File: src/rtl/day10_pkg.sv
// rtl/day10_pkg.sv - shared types and bit-count helpers for the day10 button solver
package day10_pkg;

  localparam int FN_W  = 16;
  localparam int FN_CW = $clog2(FN_W + 1);

  typedef enum logic [1:0] {
    IDLE,
    SEARCH,
    DONE
  } solver_state_e;

  function automatic logic [FN_CW-1:0] popcount(input logic [FN_W-1:0] v);
    logic [FN_CW-1:0] c;
    c = '0;
    for (int i = 0; i < FN_W; i++) c = c + {{(FN_CW-1){1'b0}}, v[i]};
    return c;
  endfunction

  // Returns FN_W for an all-zero argument; callers only pass nonzero values.
  function automatic logic [FN_CW-1:0] ctz(input logic [FN_W-1:0] v);
    logic [FN_CW-1:0] c;
    logic             hit;
    c   = FN_CW'(FN_W);
    hit = 1'b0;
    for (int i = 0; i < FN_W; i++) begin
      if (!hit && v[i]) begin
        c   = FN_CW'(i);
        hit = 1'b1;
      end
    end
    return c;
  endfunction

endpackage

File: src/rtl/day10_input_if.sv
// rtl/day10_input_if.sv - one machine description: target lights, button masks and counts
interface day10_input_if #(
  parameter int MAX_NUM_LIGHTS  = 10,
  parameter int MAX_NUM_BUTTONS = 13
);
  localparam int LIGHT_CNT_W = $clog2(MAX_NUM_LIGHTS + 1);
  localparam int BTN_CNT_W   = $clog2(MAX_NUM_BUTTONS + 1);

  logic [MAX_NUM_LIGHTS-1:0]                       target;
  logic [MAX_NUM_BUTTONS-1:0][MAX_NUM_LIGHTS-1:0]  buttons;
  logic [LIGHT_CNT_W-1:0]                          num_lights;
  logic [BTN_CNT_W-1:0]                            num_buttons;

  modport master (output target, buttons, num_lights, num_buttons);
  modport slave  (input  target, buttons, num_lights, num_buttons);
endinterface

File: src/rtl/day10_gray_enumerator.sv
// rtl/day10_gray_enumerator.sv - walks subsets in Gray-code order, one flip per step
module day10_gray_enumerator
  import day10_pkg::*;
#(
  parameter  int MAX_NUM_BUTTONS = 13,
  localparam int BTN_CNT_W       = $clog2(MAX_NUM_BUTTONS + 1),
  localparam int F_W             = $clog2(MAX_NUM_BUTTONS)
) (
  input  logic                       clk,
  input  logic                       rst_n,
  input  logic                       start,
  input  logic                       step,
  input  logic [BTN_CNT_W-1:0]       num_buttons,
  output logic [F_W-1:0]             f,
  output logic [MAX_NUM_BUTTONS-1:0] mask,
  output logic                       last
);

  logic [MAX_NUM_BUTTONS-1:0] k;
  logic [FN_W-1:0]            k_next;
  logic [FN_W-1:0]            final_k;

  // f and last describe the step that the next 'step' pulse will perform.
  assign k_next  = FN_W'(k) + FN_W'(1);
  assign final_k = (FN_W'(1) << num_buttons) - FN_W'(1);
  assign f       = F_W'(ctz(k_next));
  assign last    = (k_next == final_k);

  always_ff @(posedge clk or negedge rst_n) begin
    if (!rst_n) begin
      k    <= '0;
      mask <= '0;
    end else if (start) begin
      k    <= '0;
      mask <= '0;
    end else if (step) begin
      k    <= k + 1'b1;
      mask <= mask ^ ({{(MAX_NUM_BUTTONS-1){1'b0}}, 1'b1} << f);
    end
  end

endmodule

File: src/rtl/day10_button_solver.sv
// rtl/day10_button_solver.sv - minimum button presses per machine by exhaustive subset search
module day10_button_solver
  import day10_pkg::*;
#(
  parameter  int MAX_NUM_LIGHTS    = 10,
  parameter  int MAX_NUM_BUTTONS   = 13,
  parameter  int TOTAL_W           = 32,
  localparam int MAX_NUM_BUTTONS_W = $clog2(MAX_NUM_BUTTONS + 1),
  localparam int F_W               = $clog2(MAX_NUM_BUTTONS)
) (
  input  logic                         clk,
  input  logic                         rst_n,
  input  logic                         in_valid,
  output logic                         in_ready,
  day10_input_if.slave                 in,
  output logic                         out_valid,
  input  logic                         out_ready,
  output logic [MAX_NUM_BUTTONS_W-1:0] out_presses,
  output logic                         out_solvable,
  input  logic                         clear_total,
  output logic [TOTAL_W-1:0]           total
);

  solver_state_e                                  state;
  logic [MAX_NUM_LIGHTS-1:0]                      target_q;
  logic [MAX_NUM_BUTTONS-1:0][MAX_NUM_LIGHTS-1:0] buttons_q;
  logic [MAX_NUM_BUTTONS_W-1:0]                   nb_q;
  logic [MAX_NUM_LIGHTS-1:0]                      acc;
  logic [FN_CW-1:0]                               best_cnt;
  logic                                           best_found;

  logic [MAX_NUM_LIGHTS-1:0]    light_mask;
  logic [MAX_NUM_BUTTONS_W-1:0] nb_clamped;
  logic                         accept;
  logic [F_W-1:0]               f;
  logic [MAX_NUM_BUTTONS-1:0]   gray_mask;
  logic                         last;
  logic [MAX_NUM_BUTTONS-1:0]   new_mask;
  logic [MAX_NUM_LIGHTS-1:0]    new_acc;
  logic [FN_CW-1:0]             new_pc;
  logic                         improves;

  always_comb begin
    light_mask = '0;
    for (int i = 0; i < MAX_NUM_LIGHTS; i++) light_mask[i] = (i < int'(in.num_lights));
    nb_clamped = (int'(in.num_buttons) > MAX_NUM_BUTTONS) ?
                 MAX_NUM_BUTTONS_W'(MAX_NUM_BUTTONS) : in.num_buttons;
  end

  assign accept = (state == IDLE) && in_valid && in_ready;

  day10_gray_enumerator #(.MAX_NUM_BUTTONS(MAX_NUM_BUTTONS)) u_gray (
    .clk         (clk),
    .rst_n       (rst_n),
    .start       (accept),
    .step        (state == SEARCH),
    .num_buttons (nb_q),
    .f           (f),
    .mask        (gray_mask),
    .last        (last)
  );

  assign new_mask = gray_mask ^ ({{(MAX_NUM_BUTTONS-1){1'b0}}, 1'b1} << f);
  assign new_acc  = acc ^ buttons_q[f];
  assign new_pc   = popcount(FN_W'(new_mask));
  assign improves = (new_acc == target_q) && (!best_found || new_pc < best_cnt);

  always_ff @(posedge clk or negedge rst_n) begin
    if (!rst_n) begin
      state        <= IDLE;
      in_ready     <= 1'b1;
      out_valid    <= 1'b0;
      out_presses  <= '0;
      out_solvable <= 1'b0;
      total        <= '0;
      target_q     <= '0;
      buttons_q    <= '0;
      nb_q         <= '0;
      acc          <= '0;
      best_cnt     <= '0;
      best_found   <= 1'b0;
    end else begin
      case (state)
        IDLE: begin
          if (accept) begin
            target_q   <= in.target & light_mask;
            for (int b = 0; b < MAX_NUM_BUTTONS; b++) buttons_q[b] <= in.buttons[b] & light_mask;
            nb_q       <= nb_clamped;
            acc        <= '0;
            best_cnt   <= '0;
            best_found <= ((in.target & light_mask) == '0);
            in_ready   <= 1'b0;
            state      <= (nb_clamped == '0) ? DONE : SEARCH;
          end
        end
        SEARCH: begin
          acc <= new_acc;
          if (improves) begin
            best_found <= 1'b1;
            best_cnt   <= new_pc;
          end
          if (last) state <= DONE;
        end
        DONE: begin
          // First DONE cycle registers the result; the handshake starts on the next.
          if (!out_valid) begin
            out_valid    <= 1'b1;
            out_presses  <= best_found ? MAX_NUM_BUTTONS_W'(best_cnt) : '0;
            out_solvable <= best_found;
          end else if (out_ready) begin
            out_valid <= 1'b0;
            in_ready  <= 1'b1;
            state     <= IDLE;
          end
        end
        default: state <= IDLE;
      endcase

      if (clear_total)
        total <= '0;
      else if (state == DONE && out_valid && out_ready && out_solvable)
        total <= total + TOTAL_W'(out_presses);
    end
  end

endmodule

File: src/flat_wrapper.sv
// flat-port wrapper written by rule: the top's interface ports become plain ports
module day10_button_solver_flat import day10_pkg::*;
#(
  parameter  int MAX_NUM_LIGHTS    = 10,
  parameter  int MAX_NUM_BUTTONS   = 13,
  parameter  int TOTAL_W           = 32,
  localparam int MAX_NUM_BUTTONS_W = $clog2(MAX_NUM_BUTTONS + 1),
  localparam int F_W               = $clog2(MAX_NUM_BUTTONS)
)
  (clk, rst_n, in_valid, in_ready, out_valid, out_ready, out_presses, out_solvable, clear_total, total, in_target, in_buttons, in_num_lights, in_num_buttons);
  day10_input_if #(.MAX_NUM_LIGHTS(MAX_NUM_LIGHTS), .MAX_NUM_BUTTONS(MAX_NUM_BUTTONS)) in_i ();
  input  logic clk;
  input  logic rst_n;
  input  logic in_valid;
  output logic in_ready;
  output logic out_valid;
  input  logic out_ready;
  output logic [MAX_NUM_BUTTONS_W-1:0] out_presses;
  output logic out_solvable;
  input  logic clear_total;
  output logic [TOTAL_W-1:0] total;
  input wire logic [$bits(in_i.target)-1:0] in_target;
  input wire logic [$bits(in_i.buttons)-1:0] in_buttons;
  input wire logic [$bits(in_i.num_lights)-1:0] in_num_lights;
  input wire logic [$bits(in_i.num_buttons)-1:0] in_num_buttons;
  assign in_i.target = in_target;
  assign in_i.buttons = in_buttons;
  assign in_i.num_lights = in_num_lights;
  assign in_i.num_buttons = in_num_buttons;
  day10_button_solver #(.MAX_NUM_LIGHTS(MAX_NUM_LIGHTS), .MAX_NUM_BUTTONS(MAX_NUM_BUTTONS), .TOTAL_W(TOTAL_W)) u_core (.clk(clk), .rst_n(rst_n), .in_valid(in_valid), .in_ready(in_ready), .in(in_i), .out_valid(out_valid), .out_ready(out_ready), .out_presses(out_presses), .out_solvable(out_solvable), .clear_total(clear_total), .total(total));
endmodule
File: config.mk
export PLATFORM = sky130hd
export DESIGN_NAME = day10_button_solver_flat
export DESIGN_NICKNAME = d
export VERILOG_FILES = /design/src/rtl/day10_pkg.sv /design/src/rtl/day10_input_if.sv /design/src/rtl/day10_gray_enumerator.sv /design/src/rtl/day10_button_solver.sv /design/src/flat_wrapper.sv
export SDC_FILE = /design/constraint.sdc
export NUM_CORES = 1
export LEC_CHECK = 0
export CORE_MARGIN = 5
export CORE_UTILIZATION = 54
export CTS_CLUSTER_SIZE = 12
export DETAILED_ROUTE_END_ITERATION = 6
export PLACE_DENSITY = 0.8
export RECOVER_POWER = 25
export SLEW_MARGIN = 20
export SYNTH_ARGS = -nofsm -noshare
export SYNTH_HDL_FRONTEND = slang
export SYNTH_SLANG_ARGS = --single-unit
File: constraint.sdc
create_clock -name clk -period 9.3 [get_ports clk]
set_input_delay 1.395 -clock clk [delete_from_list [all_inputs] [get_ports clk]]
set_output_delay 1.395 -clock clk [all_outputs]
set_load 0.1 [all_outputs]
# Yosys cells after proc, flatten, opt, wreduce, memory -nomap -nowiden
# Index checks and enable logic that the tools add are counted.
# Widths: inputs -> output; s select.
[totals]
regBits = 227
latchBits = 0
ram_bits = 0
rom_bits = 0
inputBits = 153
output_inout_bits = 39
elab_cells = 194
memories = 0
[classes]
add_sub_neg = 16
n_mul = 0
div = 0
magnitude_cmp = 13
eq_ne = 9
shifts = 2
muxes = 60
bitwise = 17
reduce_logical = 51
[ops]
columns = ["operator", "n"]
rows = [
  ["$and 10x10->10", 14],
  ["$mux 4", 17],
  ["$mux 32", 2],
  ["$add 5x1->5", 11],
  ["$mux 13", 4],
  ["$bmux 10 s4", 1],
  ["$add 32x4->32", 1],
  ["$mux 1", 22],
  ["$mux 10", 2],
  ["$pmux 10 s2", 1],
  ["$logic_and 1x1->1", 19],
  ["$eq 16x16->1", 1],
  ["$logic_not 1->1", 16],
  ["$lt 3x4->1 const A", 4],
  ["$shl 1x4->16 const A", 1],
  ["$sub 16x2->16 const B", 1],
  ["$add 13x1->14 const B", 1],
  ["$add 13x1->13 const B", 1],
  ["$shl 1x4->13 const A", 1],
  ["$xor 13x13->13", 1],
  ["$eq 10x10->1", 1],
  ["$logic_not 10->1", 1],
  ["$mux 2", 5],
  ["$mux 5", 2],
  ["24 further kinds", 38],
]

# Depth between registers and ports, before layout
[logic_depth]
depth_word = 66
ltp_mapped = 35
depth_no_buf = 32

# Modules after synthesis
# Synthesis repeated with hierarchy kept, for this count alone.
[unflattened]
hier_cells = 1291
hier_area_um2 = 12903.6
[modules_own_cells]
columns = ["mod", "instances", "cells_per_inst", "area_per_inst_um2", "seq_area_each_um2"]
rows = [
  ["day10_button_solver", 1, 989, 10334.9, 5006.1],
  ["day10_gray_enumerator", 1, 302, 2568.7, 650.6],
]

# Worst setup path before layout
# Ideal clock, no wire load.
[synth_timing]
path_type = "register to register"
start = "register u_core.u_gray.k[0]"
end = "register u_core.best_cnt[0]"
setup_ps = 125
arrival_time_ps = 7715
t_required_ps = 9175
setup_slack_ps = 1460
path_stages_with_launch = 36
path_buffers = 3
period_less_slack_ps = 7840
path_cell_list = "dfrtp_1 > ha_1 > buf_4 > nor4b_4 > a31oi_2 > o21bai_4 > o32a_1 > a311o_1 > buf_6 > nand2_4 > buf_4 > nor2_1 > xor2_1 > ha_1 > fa_1 > fa_1 > inv_1 > fa_1 > fa_1 > inv_1 > ha_1 > inv_1 > fa_1 > inv_1 > ha_1 > a21o_1 > a21o_1 > a21oi_1 > nor2b_1 > o21ai_0 > nand3_1 > a31oi_1 > o21ai_0 > a2111oi_4 > nand4b_4 > mux2i_1"
[synth_via]
elab_chain_len = 66
word_cells_on_any_way = 86
cone_classes = "add/sub (13); order compare (1); eq/ne (2); shift (1); mux (34); bitwise (2); reduce/logical (33)"
[synth_rtl]
columns = ["item", "line", "rtl"]
rows = [
  ["start, declared", "day10_gray_enumerator.sv:19", "logic [MAX_NUM_BUTTONS-1:0] k;"],
  ["start signal, assigned", "day10_gray_enumerator.sv:37", "k <= k + 1'b1;"],
  ["$add 13x1->14 (*)", "day10_gray_enumerator.sv:24", "assign k_next = FN_W'(k) + FN_W'(1);"],
  ["$mux 1", "day10_pkg.sv:27", "if (!hit && v[i]) begin"],
  ["$logic_not 1->1", "day10_pkg.sv:27", ""],
  ["$logic_and 1x1->1", "day10_pkg.sv:27", ""],
  ["$mux 1", "day10_pkg.sv:27", ""],
  ["$logic_not 1->1", "day10_pkg.sv:27", ""],
  ["$logic_and 1x1->1", "day10_pkg.sv:27", ""],
  ["$mux 1", "day10_pkg.sv:27", ""],
  ["(+40 left out)", "--", ""],
  ["$xor 13x13->13", "day10_button_solver.sv:63", "assign new_mask = gray_mask ^ ({{(MAX_NUM_BUTTONS-1){1'b0}}, 1'b1} << f);"],
  ["$add 1x1->2", "day10_pkg.sv:16", "for (int i = 0; i < FN_W; i++) c = c + {{(FN_CW-1){1'b0}}, v[i]};"],
  ["$add 5x1->5 (11 in series)", "day10_pkg.sv:16", ""],
  ["$lt 5x5->1", "day10_button_solver.sv:66", "assign improves = (new_acc == target_q) && (!best_found || new_pc < best_cnt);"],
  ["$logic_or 1x1->1", "day10_button_solver.sv:66", ""],
  ["$logic_and 1x1->1", "day10_button_solver.sv:66", ""],
  ["$ne 2x1->1 (no source line)", "--", ""],
  ["$reduce_and 3->1 (no source line)", "--", ""],
  ["end signal, assigned", "day10_button_solver.sv:100", "best_cnt <= new_pc;"],
  ["end, declared", "day10_button_solver.sv:29", "logic [FN_CW-1:0] best_cnt;"],
]
# Every way passes the cells marked *; elsewhere a longest branch is shown, timed or not. The select of a mux whose other input is x is not followed.
# A chain may end at the register's enable or synchronous reset.

# Final worst setup path
[layout_timing]
start = "register u_core.u_gray.k[2]"
end = "register u_core.best_cnt[1]"
[layout_via]
elab_chain_len = 61
word_cells_on_any_way = 80
cone_classes = "add/sub (13); order compare (1); eq/ne (2); shift (1); mux (31); bitwise (2); reduce/logical (30)"
[layout_rtl]
columns = ["item", "line"]
rows = [
  ["$add 13x1->14 (*)", "day10_gray_enumerator.sv:24"],
  ["$logic_and 1x1->1", "day10_pkg.sv:27"],
  ["$mux 1", "day10_pkg.sv:27"],
  ["$logic_not 1->1", "day10_pkg.sv:27"],
  ["$logic_and 1x1->1", "day10_pkg.sv:27"],
  ["$mux 1", "day10_pkg.sv:27"],
  ["$logic_not 1->1", "day10_pkg.sv:27"],
  ["$logic_and 1x1->1", "day10_pkg.sv:27"],
  ["(+35 left out)", "--"],
  ["$xor 13x13->13", "day10_button_solver.sv:63"],
  ["$add 1x1->2", "day10_pkg.sv:16"],
  ["$add 5x1->5 (11 in series)", "day10_pkg.sv:16"],
  ["$lt 5x5->1", "day10_button_solver.sv:66"],
  ["$logic_or 1x1->1", "day10_button_solver.sv:66"],
  ["$logic_and 1x1->1", "day10_button_solver.sv:66"],
  ["$ne 2x1->1 (no source line)", "--"],
  ["$reduce_and 3->1 (no source line)", "--"],
]
# Marked as above.

==> key figures <==
Placed design
  – Count of input and output buffers: roughly 190
  – HPWL after detailed placement: 26.79 mm
  – Instance count after placement with tap cells included: approximately 1.8k
  – RD Place Congestion: slightly below 0.9

Yosys
  – Most numerous cell types in the synthesized netlist: sky130_fd_sc_hd__dfrtp_1, sky130_fd_sc_hd__nand2_1, sky130_fd_sc_hd__a22o_1
  – Post-Syn Instances: roughly 1.4k
  – Fraction of synthesized cell area taken by the top area cell type: between 40% and 50%
  – Cell area after synthesis: 0.01294 mm2
  – Cells taking the most area after synthesis: sky130_fd_sc_hd__dfrtp_1, sky130_fd_sc_hd__a22o_1, sky130_fd_sc_hd__nand2_1, sky130_fd_sc_hd__o21ai_0, sky130_fd_sc_hd__nand3_1
  – Total of warnings raised by yosys: 0
  – Synth unique cells: ~100
  – Library cell with the highest instance count after synthesis: sky130_fd_sc_hd__dfrtp_1
  – Average cell area after synthesis: between 9 and 10 um2
  – Portion of the post-synthesis area used by sequential elements: a little over two fifths
  – Proportion of synthesized flip-flops having asynchronous set or reset: 100.0%
  – Cell accounting for the most synthesized area: sky130_fd_sc_hd__dfrtp_1
  – Main flop type after synthesis: sky130_fd_sc_hd__dfrtp_1
  – Post-synth EDFFs: 0
  – Synthesized net count: 1534
  – Seq cells post-synth: approximately 230

Floorplan
  – Count of standard-cell rows: 56
  – Horizontal extent of the die: around 160 um
  – Number of primary I/O pins: approximately 190
  – Floorplan die height: between 150 and 200 um
  – Area of the core: approximately 0.024 mm2
  – Effective utilization at floorplan: a little over half
  – Die area: 0.02716 mm2

Clocking
  – Cts-stage hold buffer count: 0
  – Number of CTS-inserted buffers: 25
  – Clk Latency, worst-skew pair: between 0.5 and 0.6 ns
  – Setup Buffers After CTS: 0
  – CTS clk-pin slew, worst paths: roughly 0.060 ns
  – Total number of clock tree sinks: approximately 230
  – Largest buffer count on any clock path: 3
  – CTS H-tree lvls: 1
  – Root buf cell: sky130_fd_sc_hd__clkbuf_16
  – CTS tree: built
  – # resized after CTS: 0

Power
  – Pwr dens: ~130 mW/mm2
  – Power consumption: ~2.1 mW
  – Static Leak: 6.802 nW
  – IR Drop Worst-Case VDD: 0.0001224 V

Layout
  – Non-filler cells in the finished layout: ~1.8k
  – Area of combinational cells with multiple inputs: between 0.006 and 0.007 mm2
  – Antenna diode instance count: 0
  – Flip-flop and latch area: roughly 0.0057 mm2
  – Final #Nets: roughly 1.7k
  – Fraction of final layout cells sized beyond drive strength 1: between 7 and 8%
  – Count of filler cells inserted in the layout: 1865
  – Area delta synth->final: 21.91%

Setup path
  – Element type at the critical path end: flip-flop
  – WP depth: 31
  – Worst path top cell family by delay: adder cells
  – CP max stage cell: sky130_fd_sc_hd__dfrtp_1
  – Worst r2r path cells: 31
  – Number of buffers and inverters on the critical path: 4
  – Worst EP arrival: around 9 ns
  – Cell type with the highest occurrence count on the critical path: sky130_fd_sc_hd__fa_1
  – Worst reg2reg path startpoint: u_core.u_gray.k[2]
  – Critical register-to-register path endpoint: u_core.best_cnt[1]
  – Kind of launch point of the worst setup path: flip-flop
  – Worst Setup SP: u_core.u_gray.k[2]
  – Worst setup endpoint: u_core.best_cnt[1]
  – Delay of the slowest cell on the worst path: slightly below 0.7 ns
  – Data required, critical path: 9.72 ns
  – Register-to-register path setup slack: approximately 0.57 ns
  – Highest net fanout along the worst path: 14
  – Class of the most critical setup path: flip-flop to flip-flop

STA
  – Period utilization: between 90% and 100%
  – Slew HR: -195.8%
  – Achievable Freq: between 100 and 150 MHz
  – Number of pins with negative max-slew slack in the final report: 168
  – Worst slew pin tran: about 4.4 ns
  – Final critical delay including setup and external delays: between 8 and 9 ns
  – Setup tns final: 0 ns
  – Final setup violation count: 0
  – Final hold violation count: 0
  – Post-Route Skew: around 0.014 ns
  – Unrepaired setup endpoints after global routing: no

Drt
  – Number of optimization iterations in the first detailed-route pass: 6
  – DR vias: 11.14k
  – Routed len/inst: between 20 and 25 um
  – Post-detailed-routing wire length: roughly 37 mm
  – Count of antenna-violating nets left after detailed routing: 0
  – Remaining routing DRC violations: 0
  – Via density: roughly 6
  – Iter 0 DRT Violations: around 930

Global routing
  – Global-route total usage across every layer: a little over a quarter
  – Number of antenna violations at the first check in global routing: 0
  – Congestion Overflow GR: 0
  – Via count of the first global-routing pass: between 10k and 15k
  – First-pass GRT wire length: slightly below 60 mm
  – Pin count of the biggest net entering global routing: 86

Outcome
  – Violated checks: max-capacitance violations, max-slew violations
  – Outcome: finished, violations left

Flow run
  – Number of max-cap violations: 2

Worst hold path
  – Min-Delay Path Class: flip-flop to flip-flop
-- worst register-to-register path, delay by kind of cell (launching register included) --
kind / cells / cell delay [ns]
AO/OA/AOI/OAI: 11 / 2.73
XOR/XNOR: 1 / 0.21
adder cells (fa/ha/maj): 8 / 3.23
buffers and inverters: 4 / 0.25
flip-flops: 1 / 0.68
multiplexers: 1 / 0.25
AND/OR/NAND/NOR: 6 / 1.28
-- flip-flops by register name (all words and copies together), names as in the netlist --
register and flops:
u_core.acc 10, u_core.best_cnt 5, u_core.best_found 1, u_core.buttons_q 130
u_core.in_ready 1, u_core.nb_q 4, u_core.out_presses 4, u_core.out_solvable 1
u_core.out_valid 1, u_core.state 2, u_core.target_q 10, u_core.total 32
u_core.u_gray.k 13, u_core.u_gray.mask 13
-- final cells by class --
cell class	count	area share, %
sequential	227	36.01
clock buffer	33	4.346
clock inverter	8	0.7692
timing repair buffer	212	13.06
tap	319	2.530
multi-input combinational	1009	42.74
inverter	23	0.5472
-- logic make-up (layout without fill, tap and decap cells) --
kind of cell             Yosys count  in the layout  synth area share (%)
adder cells (fa/ha/maj)           29             29                 3.229
XOR/XNOR                          81             81                 5.597
AO/OA/AOI/OAI                    368            368                 21.35
AND/OR/NAND/NOR                  499            499                 19.22
flip-flops                       227            227                 43.90
multiplexers                      32             32                 2.571
buffers and inverters            118            276                 4.138
-- layout by cell type, fill, tap and decap left out, drive strengths merged, types with 21 or more instances in the layout --
master         instances
a21oi                 45
a22o                 112
clkbuf                35
clkdlybuf4s50        189
dfrtp                226
inv                   24
mux2i                 25
nand2                193
nand3                 83
nor2                  95
nor3                  23
o21ai                 85
o31ai                 21
xnor2                 43
xor2                  38
-- layer usage --
metal  track usage [%]  routed length, um  vias up
met4             10.62               1524        0
li1                  -                  -     5180
met2             43.18              17520      453
met1             38.15              15850     5419
met3             4.891               2506       89
met5                 0                  0        -
-- how the worst min path moves through the flow --
| stage | start | slack, ns | end | cells past startpoint |
|---|---|---|---|---|
| floorplan | u_core.buttons_q[103] | 0.43 | u_core.buttons_q[103] | 2 |
| global placement | u_core.buttons_q[113] | 0.45 | u_core.buttons_q[113] | 2 |
| detailed placement | u_core.buttons_q[113] | 0.45 | u_core.buttons_q[113] | 2 |
| CTS | u_core.buttons_q[113] | 0.46 | u_core.buttons_q[113] | 2 |
| global route | u_core.buttons_q[3] | 0.49 | u_core.buttons_q[3] | 2 |
| finish | u_core.buttons_q[87] | 0.47 | u_core.buttons_q[87] | 2 |
-- power by group --
part	internal, mW	switching (mW)	total [mW]
clock	0.597	0.400	0.997
sequential	0.988	0.0000000000000000114	0.988
combinational	0.0589	0.0433	0.102
total	1.64	0.443	2.09
-- stage by stage --
stage          worst slack (ns)  util, %  hold WS [ns]  area (um2)
2_1_floorplan             1.460        -        0.4315       12940
3_3_place_gp             0.9895    63.63        0.4503       14980
3_5_place_dp             0.7523    63.63        0.4517       14980
4_1_cts                  0.6381    67.05        0.4645       15790
5_1_grt                  0.1125    67.02        0.4891       15780
6_report                 0.5722    67.02        0.4653       15780
No activity file was read; power rests on OpenSTA's default activity.
